## src/rtl/instr_encoder.sv

```systemverilog
// instr_encoder: packs decoded RV32I fields into R/I/S/B/U/J words and streams them
// to instruction memory at auto-incrementing addresses. Define INSTR_ENC_RANGE_CHECK_EN for immediate range errors.
module instr_encoder #(
  parameter int                ADDR_W    = 10,
  parameter logic [ADDR_W-1:0] BASE_ADDR = '0
) (
  input  logic              clk,
  input  logic              rst_n,
  input  logic              restart,
  input  logic              req_valid,
  output logic              req_ready,
  input  logic [6:0]        req_opcode,
  input  logic [4:0]        req_rd,
  input  logic [4:0]        req_rs1,
  input  logic [4:0]        req_rs2,
  input  logic [2:0]        req_funct3,
  input  logic [6:0]        req_funct7,
  input  logic [31:0]       req_imm,
  output logic              mem_we,
  output logic [ADDR_W-1:0] mem_addr,
  output logic [31:0]       mem_wdata,
  input  logic              mem_ready,
  output logic [ADDR_W:0]   count,
  output logic              full,
  output logic              err,
  output logic [1:0]        err_code
);

  localparam logic [6:0]  OP_R     = 7'b0110011;
  localparam logic [6:0]  OP_I_ALU = 7'b0010011;
  localparam logic [6:0]  OP_LOAD  = 7'b0000011;
  localparam logic [6:0]  OP_JALR  = 7'b1100111;
  localparam logic [6:0]  OP_S     = 7'b0100011;
  localparam logic [6:0]  OP_B     = 7'b1100011;
  localparam logic [6:0]  OP_LUI   = 7'b0110111;
  localparam logic [6:0]  OP_AUIPC = 7'b0010111;
  localparam logic [6:0]  OP_JAL   = 7'b1101111;
  localparam logic [31:0] NOP      = 32'h0000_0013;
  localparam logic [ADDR_W:0] CAPACITY = {1'b1, {ADDR_W{1'b0}}};

  logic        accept;
  logic [31:0] enc_word;
  logic        op_bad;
  logic        imm_bad;

  // Handshake: a request transfers on a rising edge where req_valid && req_ready;
  // the output word transfers where mem_we && mem_ready. Both sides are strict
  // valid/ready: the producer holds its payload stable until the transfer edge.
  assign full      = (count == CAPACITY);
  assign req_ready = !restart && !full && (!mem_we || mem_ready);
  assign accept    = req_valid && req_ready;

  always_comb begin
    enc_word = NOP;
    op_bad   = 1'b0;
    case (req_opcode)
      OP_R:
        enc_word = {req_funct7, req_rs2, req_rs1, req_funct3, req_rd, req_opcode};
      OP_I_ALU, OP_LOAD, OP_JALR:
        enc_word = {req_imm[11:0], req_rs1, req_funct3, req_rd, req_opcode};
      OP_S:
        enc_word = {req_imm[11:5], req_rs2, req_rs1, req_funct3, req_imm[4:0], req_opcode};
      OP_B:
        enc_word = {req_imm[12], req_imm[10:5], req_rs2, req_rs1, req_funct3,
                    req_imm[4:1], req_imm[11], req_opcode};
      OP_LUI, OP_AUIPC:
        enc_word = {req_imm[31:12], req_rd, req_opcode};
      OP_JAL:
        enc_word = {req_imm[20], req_imm[10:1], req_imm[11], req_imm[19:12], req_rd, req_opcode};
      default: begin
        enc_word = NOP;
        op_bad   = 1'b1;
      end
    endcase
  end

`ifdef INSTR_ENC_RANGE_CHECK_EN
  // A value fits an N-bit signed field when all bits from N-1 upward agree.
  logic fits_12;
  logic fits_13;
  logic fits_21;
  assign fits_12 = (&req_imm[31:11]) || !(|req_imm[31:11]);
  assign fits_13 = (&req_imm[31:12]) || !(|req_imm[31:12]);
  assign fits_21 = (&req_imm[31:20]) || !(|req_imm[31:20]);

  always_comb begin
    imm_bad = 1'b0;
    case (req_opcode)
      OP_I_ALU, OP_LOAD, OP_JALR, OP_S: imm_bad = !fits_12;
      OP_B:                             imm_bad = !fits_13 || req_imm[0];
      OP_JAL:                           imm_bad = !fits_21 || req_imm[0];
      OP_LUI, OP_AUIPC:                 imm_bad = |req_imm[11:0];
      default:                          imm_bad = 1'b0;
    endcase
  end
`else
  assign imm_bad = 1'b0;
`endif

  always_ff @(posedge clk or negedge rst_n) begin
    if (!rst_n) begin
      mem_we    <= 1'b0;
      mem_addr  <= BASE_ADDR;
      mem_wdata <= '0;
      count     <= '0;
      err       <= 1'b0;
      err_code  <= 2'b00;
    end else if (restart) begin
      // A write completing this cycle has already been taken by memory.
      mem_we   <= 1'b0;
      mem_addr <= BASE_ADDR;
      count    <= '0;
      err      <= 1'b0;
      err_code <= 2'b00;
    end else if (accept) begin
      mem_we    <= 1'b1;
      mem_wdata <= enc_word;
      mem_addr  <= BASE_ADDR + count[ADDR_W-1:0];
      count     <= count + (ADDR_W+1)'(1);
      if (!err && (op_bad || imm_bad)) begin
        err      <= 1'b1;
        err_code <= op_bad ? 2'b01 : 2'b10;
      end
    end else if (mem_ready) begin
      mem_we <= 1'b0;
    end
  end

endmodule

```

## config.mk

```make
export PLATFORM = sky130hd
export DESIGN_NAME = instr_encoder
export DESIGN_NICKNAME = d
export VERILOG_FILES = /design/src/rtl/instr_encoder.sv
export SDC_FILE = /design/constraint.sdc
export NUM_CORES = 1
export LEC_CHECK = 0
export BUFFER_PORTS_ARGS = -buffer_cell sky130_fd_sc_hd__buf_2
export CELL_PAD_IN_SITES_DETAIL_PLACEMENT = 2
export CELL_PAD_IN_SITES_GLOBAL_PLACEMENT = 2
export CORE_ASPECT_RATIO = 0.9
export CORE_MARGIN = 3
export CORE_UTILIZATION = 28
export DETAILED_ROUTE_END_ITERATION = 7
export PLACE_DENSITY = 0.76
export SLEW_MARGIN = 20
export SYNTH_ARGS = -nofsm -noshare
export SYNTH_HDL_FRONTEND = slang
export SYNTH_SLANG_ARGS = --single-unit
```

## constraint.sdc

```tcl
create_clock -name clk -period 2.1 [get_ports clk]
set_clock_uncertainty 0.15 [all_clocks]
set_input_delay 0.315 -clock clk [delete_from_list [all_inputs] [get_ports clk]]
set_output_delay 0.315 -clock clk [all_outputs]
set_load 0.05 [all_outputs]
```

==> results of run 1 <==
[worst paths after layout]
kind,to,cells after the start
worst max register to register,count[7]$_DFFE_PN0P_,5
min in group asynchronous,mem_wdata[22]$_DFFE_PN0P_,2
worst min register to register,mem_wdata[0]$_DFFE_PN0P_,1
worst max-delay path,req_ready,5
worst min-delay path,mem_wdata[17]$_DFFE_PN0P_,3
max in group asynchronous,count[1]$_DFFE_PN0P_,3
[registers in the layout, indices dropped and copies added, names as in the netlist]
register and cells:
mem_we 1, mem_addr 10, err 1, err_code 2, mem_wdata 32, count 11
[cells by family after synthesis]
family,count (synthesis),synth area share
adder cells (fa/ha/maj),2,0.00797
XOR/XNOR,2,0.00558
buffers and inverters,35,0.0530
AO/OA/AOI/OAI,131,0.311
AND/OR/NAND/NOR,77,0.150
flip-flops,57,0.455
multiplexers,5,0.0179
[worst max-delay path, delay by kind of cell (launching register included)]
| kind | cells | cell delay, ns |
|---|---|---|
| buffers and inverters | 2 | 0.31 |
| DFF | 1 | 0.42 |
| and+or+nand+nor | 3 | 0.71 |
[metrics by stage]
stage | setup slack [ns] | power (mW) | instance area (um2) | setup TNS [ns] | cells
2_1_floorplan | 0.00622 | 1.39 | 3140 | 0 | 309
3_3_place_gp | 0.0604 | 1.58 | 4160 | 0 | 603
3_5_place_dp | 0.0224 | 1.60 | 4160 | 0 | 603
4_1_cts | -0.0726 | 3.10 | 4520 | -0.111 | 623
5_1_grt | -0.166 | 3.18 | 4580 | -0.344 | 626
6_report | -0.116 | 3.07 | 4580 | -0.181 | 626
[area by class of cell]
type | count | area (um2) | share of cell area
clock buffer | 12 | 246 | 0.0538
clock inverter | 4 | 52.6 | 0.0115
inverter | 11 | 41.3 | 0.00901
multi-input combinational | 217 | 1590 | 0.348
sequential | 57 | 1430 | 0.312
tap | 152 | 190 | 0.0415
timing repair buffer | 173 | 1020 | 0.224
[routing by layer]
layer	wire, um	part of all wire	vias up	GRT usage
met3	592	0.044	20	0.0410
met2	6630	0.49	97	0.351
met5	0	0	-	0
met4	244	0.018	0	0.0820
met1	5930	0.44	1688	0.267
li1	-	-	1513	-
[synthesized netlist by cell type, types with 4 or more instances]
library cell / n
clkbuf_1: 7
o31ai_2: 11
a22o_1: 6
a222oi_1: 4
nor4_1: 4
dfrtp_1: 57
o21ai_1: 20
nor2_1: 12
buf_2: 13
o31ai_1: 11
and3_1: 4
a32oi_1: 5
a21oi_1: 4
nand3_1: 8
o21ai_0: 28
nor3_1: 5
inv_1: 8
nand2_1: 12
nand2b_1: 5
o311ai_1: 4
a22oi_1: 15
[timing repair]
item,in CTS,in global routing
hold endpoints to repair,23,0
hold buffers,1,0
gates resized for setup,7,7
setup buffers,3,3
pin swaps,3,2
setup endpoints to repair,2,4
[where the power goes]
group	internal [mW]	total, mW	switching [mW]
clock	0.951	1.48	0.531
combinational	0.154	0.448	0.294
sequential	1.12	1.14	0.0200
total	2.23	3.07	0.845
==> impl_metrics.json, run 1 <==
{
  "setup-violations-final": 2,
  "die_w_um": 118,
  "final_common_cell": "buf_2",
  "drt-total-wl_um": 13400,
  "overflow": 0,
  "hold_viol": 0,
  "power.leakage_nw": 2.18,
  "grt_pass1_wl_um": 20800,
  "violations": "negative setup slack",
  "end_kind": "output pin",
  "grt_pass1_vias": 3691,
  "seq_area_frac_synth": 0.455,
  "clock_sinks": 57,
  "grt_max_degree": 28,
  "clk_latency_ns": 0.33,
  "synthesis.nets": 380,
  "utilization": 0.420,
  "grt.total_usage": 0.209,
  "syn_avg_cell_area_um2": 10.2,
  "core-area_um2": 10900,
  "critPathLaunch": "count[8]$_DFFE_PN0P_",
  "num_vias": 3318,
  "yosys-top-cells-area": "dfrtp_1 45%, o21ai_0 4.5%, o31ai_2 4.4%",
  "clk_path_buf_depth": 2,
  "finalNetCount": 540,
  "final_cell_mix": "125 x buf_2, 53 x dfrtp_1, 42 x buf_4, 28 x o21ai_0, 20 x o21ai_1",
  "criticalPathCategory": "reg -> out",
  "synth_top_area_share": 0.455,
  "rrSetupSlack_ns": 0.02,
  "fill_cells": 1211,
  "boundaryPins": 128,
  "crit_chain": "nor4_4 > nand4_4 > buf_6 > and3_4 > buf_6",
  "status": "complete, but fails checks",
  "r2r_start": "count[3]$_DFFE_PN0P_",
  "critical_path_required_ns": 1.63,
  "port_buffers": 127,
  "async_reset_ff_frac": 1.00,
  "ys.flop_type": "dfrtp_1",
  "slowest_delay_ns": 0.42,
  "period_share": 1.06,
  "hold_start": "req_imm[17]",
  "cts_buffers": 9,
  "synth_edf_count": 0,
  "path_clk_slew_ns": 0.06,
  "holdCritPathClass": "in -> reg",
  "rsz0062_at_grt": "yes",
  "fmax_mhz": 451,
  "hold_slack_ns": 0.122,
  "postSynthCellCount": 309,
  "ys_ff_latch": 57,
  "row_count": 36,
  "drc": 0,
  "post_drt_via_cell_ratio": 5.30,
  "fin_ws_ns": -0.116,
  "cts_tree": "done",
  "yosysWarnings": 0,
  "cp_common_cell": "buf_6",
  "report.final.slew_viol_count": 0,
  "die-area_um2": 12500,
  "ant_nets": 0,
  "antenna_found_initial": 0,
  "drt_iter0_drc": 187,
  "netlist_area_um2": 3140,
  "gp_congestion": 0.853,
  "arrival_ns": 1.75,
  "relSlewSlack": 0.541,
  "max_cap_viol_count": 0,
  "hpwl_um": 9720,
  "fin_crit_ns": 2.22,
  "synthDistinctLibCells": 61,
  "synth_area_leader_cell": "dfrtp_1",
  "crit_path_top_delay_cell": "dfrtp_1",
  "area.growth.synth_to_final_pct": 46.0,
  "firstDrtPassIters": 4,
  "tightest_slew_ns": 0.689,
  "peakVddDrop_mv": 0.324,
  "h-tree-depth": 3,
  "antenna_cells": 0,
  "layout-drive-gt1-share": 0.473,
  "cellPowerDensity_nw_per_um2": 671,
  "die_y_um": 106,
  "avgRoutedWirePerCell_um": 21.4,
  "initial_core_util": 0.288,
  "clockRootBuffer": "clkbuf_16",
  "startpoint_type": "flip-flop",
  "critPathMaxFanout": 4
}
No activity file was read; power rests on OpenSTA's default activity.
==> run 2: changes to the inputs <==
- CORE_UTILIZATION: 28 -> 29
- CTS_BUF_LIST: default -> sky130_fd_sc_hd__clkbuf_8
- PLACE_DENSITY: 0.76 -> 0.78
==> run 2 against run 1 <==
  * The run now ends clean
  * Sequential cell count did not move
  * Clock power fell by 23%
  * Combinational power fell by 1%
  * Core utilization rose by 0.33 points
  * Critical path depth fell by 1
  * Worst hold slack got worse by 0.0064 ns
  * Clock-buffer cell count fell by 3
  * Final area fell by 4.0%
  * Non-clock buffer count fell by 12
  * Global-route usage rose by 0.85 points
  * Critical path type unchanged
  * Critical endpoint unchanged
  * Largest cell class unchanged
==> impl_metrics.json, run 2 (same netlist as run 1, synthesis figures left out) <==
{
  "status": "completed",
  "tightest_slew_ns": 0.546,
  "die_w_um": 116,
  "cellPowerDensity_nw_per_um2": 618,
  "period_share": 0.997,
  "drt-total-wl_um": 13000,
  "startpoint_type": "flip-flop",
  "grt_pass1_wl_um": 20800,
  "row_count": 35,
  "fmax_mhz": 478,
  "report.final.slew_viol_count": 0,
  "largestRegisters": "mem_wdata x32, count x11, mem_addr x10",
  "layout-drive-gt1-share": 0.463,
  "num_vias": 3272,
  "core-area_um2": 10400,
  "gp_congestion": 0.859,
  "h-tree-depth": 3,
  "setup-violations-final": 0,
  "grt.total_usage": 0.217,
  "cts_tree": "done",
  "slowest_delay_ns": 0.44,
  "grt_pass1_vias": 3612,
  "boundaryPins": 128,
  "peakVddDrop_mv": 0.260,
  "clk_path_buf_depth": 2,
  "criticalPathCategory": "reg -> out",
  "hpwl_um": 9260,
  "total_power_mw": 2.72,
  "path_clk_slew_ns": 0.07,
  "ant_nets": 0,
  "holdCritPathClass": "in -> reg",
  "firstDrtPassIters": 4,
  "grt_max_degree": 58,
  "top_register": "mem_wdata",
  "antenna_cells": 0,
  "crit_path_top_delay_cell": "dfrtp_2",
  "relSlewSlack": 0.634,
  "overflow": 0,
  "crit_chain": "nor4_4 > nand4_4 > and3_4 > buf_6",
  "power.leakage_nw": 2.11,
  "utilization": 0.424,
  "die-area_um2": 12100,
  "largest_reg_flops": 32,
  "final_common_cell": "buf_2",
  "antenna_found_initial": 0,
  "end_kind": "output pin",
  "arrival_ns": 1.63,
  "drt_iter0_drc": 167,
  "fill_cells": 1125,
  "critPathMaxFanout": 4,
  "fin_crit_ns": 2.09,
  "clock_sinks": 57,
  "max_cap_viol_count": 0,
  "finalNetCount": 528,
  "post_drt_via_cell_ratio": 5.54,
  "die_y_um": 105,
  "cts_buffers": 9,
  "initial_core_util": 0.302,
  "clk_latency_ns": 0.34,
  "hold_viol": 0,
  "clockRootBuffer": "clkbuf_8",
  "avgRoutedWirePerCell_um": 22.0,
  "port_buffers": 127,
  "critical_path_required_ns": 1.63,
  "drc": 0,
  "area.growth.synth_to_final_pct": 40.1,
  "final_cell_mix": "125 x buf_2, 54 x dfrtp_1, 30 x buf_4, 28 x o21ai_0, 20 x o21ai_1",
  "rsz0062_at_grt": "yes"
}
[run 2: changes by cell type in the layout (fill, tap and decap cells not counted), moves of 2 or more]
| cell | before | now |
|---|---|---|
| buf_4 | 42 | 30 |
| clkbuf_1 | 2 | 0 |
| clkinvlp_4 | 3 | 1 |
| clkinv_2 | 0 | 3 |
| clkbuf_16 | 9 | 0 |
| clkbuf_8 | 1 | 9 |
[run 2: where the power goes]
group | internal, mW | switching, mW | total [mW]
sequential | 1.12 | 0.0199 | 1.14
combinational | 0.146 | 0.296 | 0.442
clock | 0.657 | 0.478 | 1.14
total | 1.92 | 0.794 | 2.72
[run 2: worst paths after layout]
kind                                          start  slack, ns  cells past startpoint                        end
max                            count[4]$_DFFE_PN0P_      0.006                      4                  req_ready
min                                     req_imm[13]       0.12                      3  mem_wdata[13]$_DFFE_PN0P_
max reg2reg                    count[4]$_DFFE_PN0P_       0.09                      7    mem_addr[7]$_DFFE_PN0P_
min reg2reg                mem_wdata[1]$_DFFE_PN0P_       0.33                      1   mem_wdata[1]$_DFFE_PN0P_
max in group asynchronous                     rst_n       1.14                      3       count[0]$_DFFE_PN0P_
min in group asynchronous                     rst_n       0.37                      3   mem_wdata[9]$_DFFE_PN0P_
[run 2: what timing repair did]
action | 4_1_cts | 5_1_grt
endpoints found under the hold margin | 57 | 0
buffers inserted | 4 | 2
gates resized for setup | 9 | 6
endpoints found under the setup margin | 2 | 25
cloned | 0 | 0
pin swaps | 3 | 2
hold buffers | 1 | 0
[run 2: layer usage]
metal | vias to the layer above | track usage | share of wire
met3 | 19 | 0.0417 | 0.061
met1 | 1644 | 0.298 | 0.43
met5 | - | 0 | 0
met2 | 119 | 0.346 | 0.49
met4 | 0 | 0.0679 | 0.018
li1 | 1490 | - | -
[run 2: worst max-delay path, delay by kind of cell (launching register included)]
family | cells | cell delay, ns
and+or+nand+nor | 3 | 0.72
buffers and inverters | 1 | 0.15
DFF | 1 | 0.44
[run 2: layout make-up]
type	count	area, um2	area share
inverter	11	43.8	0.00996
tap	129	161	0.0367
multi-input combinational	217	1610	0.365
clock inverter	7	86.3	0.0196
sequential	57	1430	0.325
clock buffer	9	124	0.0282
timing repair buffer	161	943	0.215
[run 2: through the flow]
stage | TNS, ns | setup WS, ns | cell area (um2) | hold slack [ns] | instances
3_3_place_gp | 0 | 0.174 | 4060 | 0.191 | 568
5_1_grt | -0.0790 | -0.0623 | 4400 | 0.126 | 591
3_5_place_dp | 0 | 0.0890 | 4060 | 0.194 | 568
4_1_cts | -0.0222 | -0.0183 | 4350 | 0.114 | 589
2_1_floorplan | 0 | 0.00622 | 3140 | -0.131 | 309
6_report | 0 | 0.00578 | 4400 | 0.116 | 591
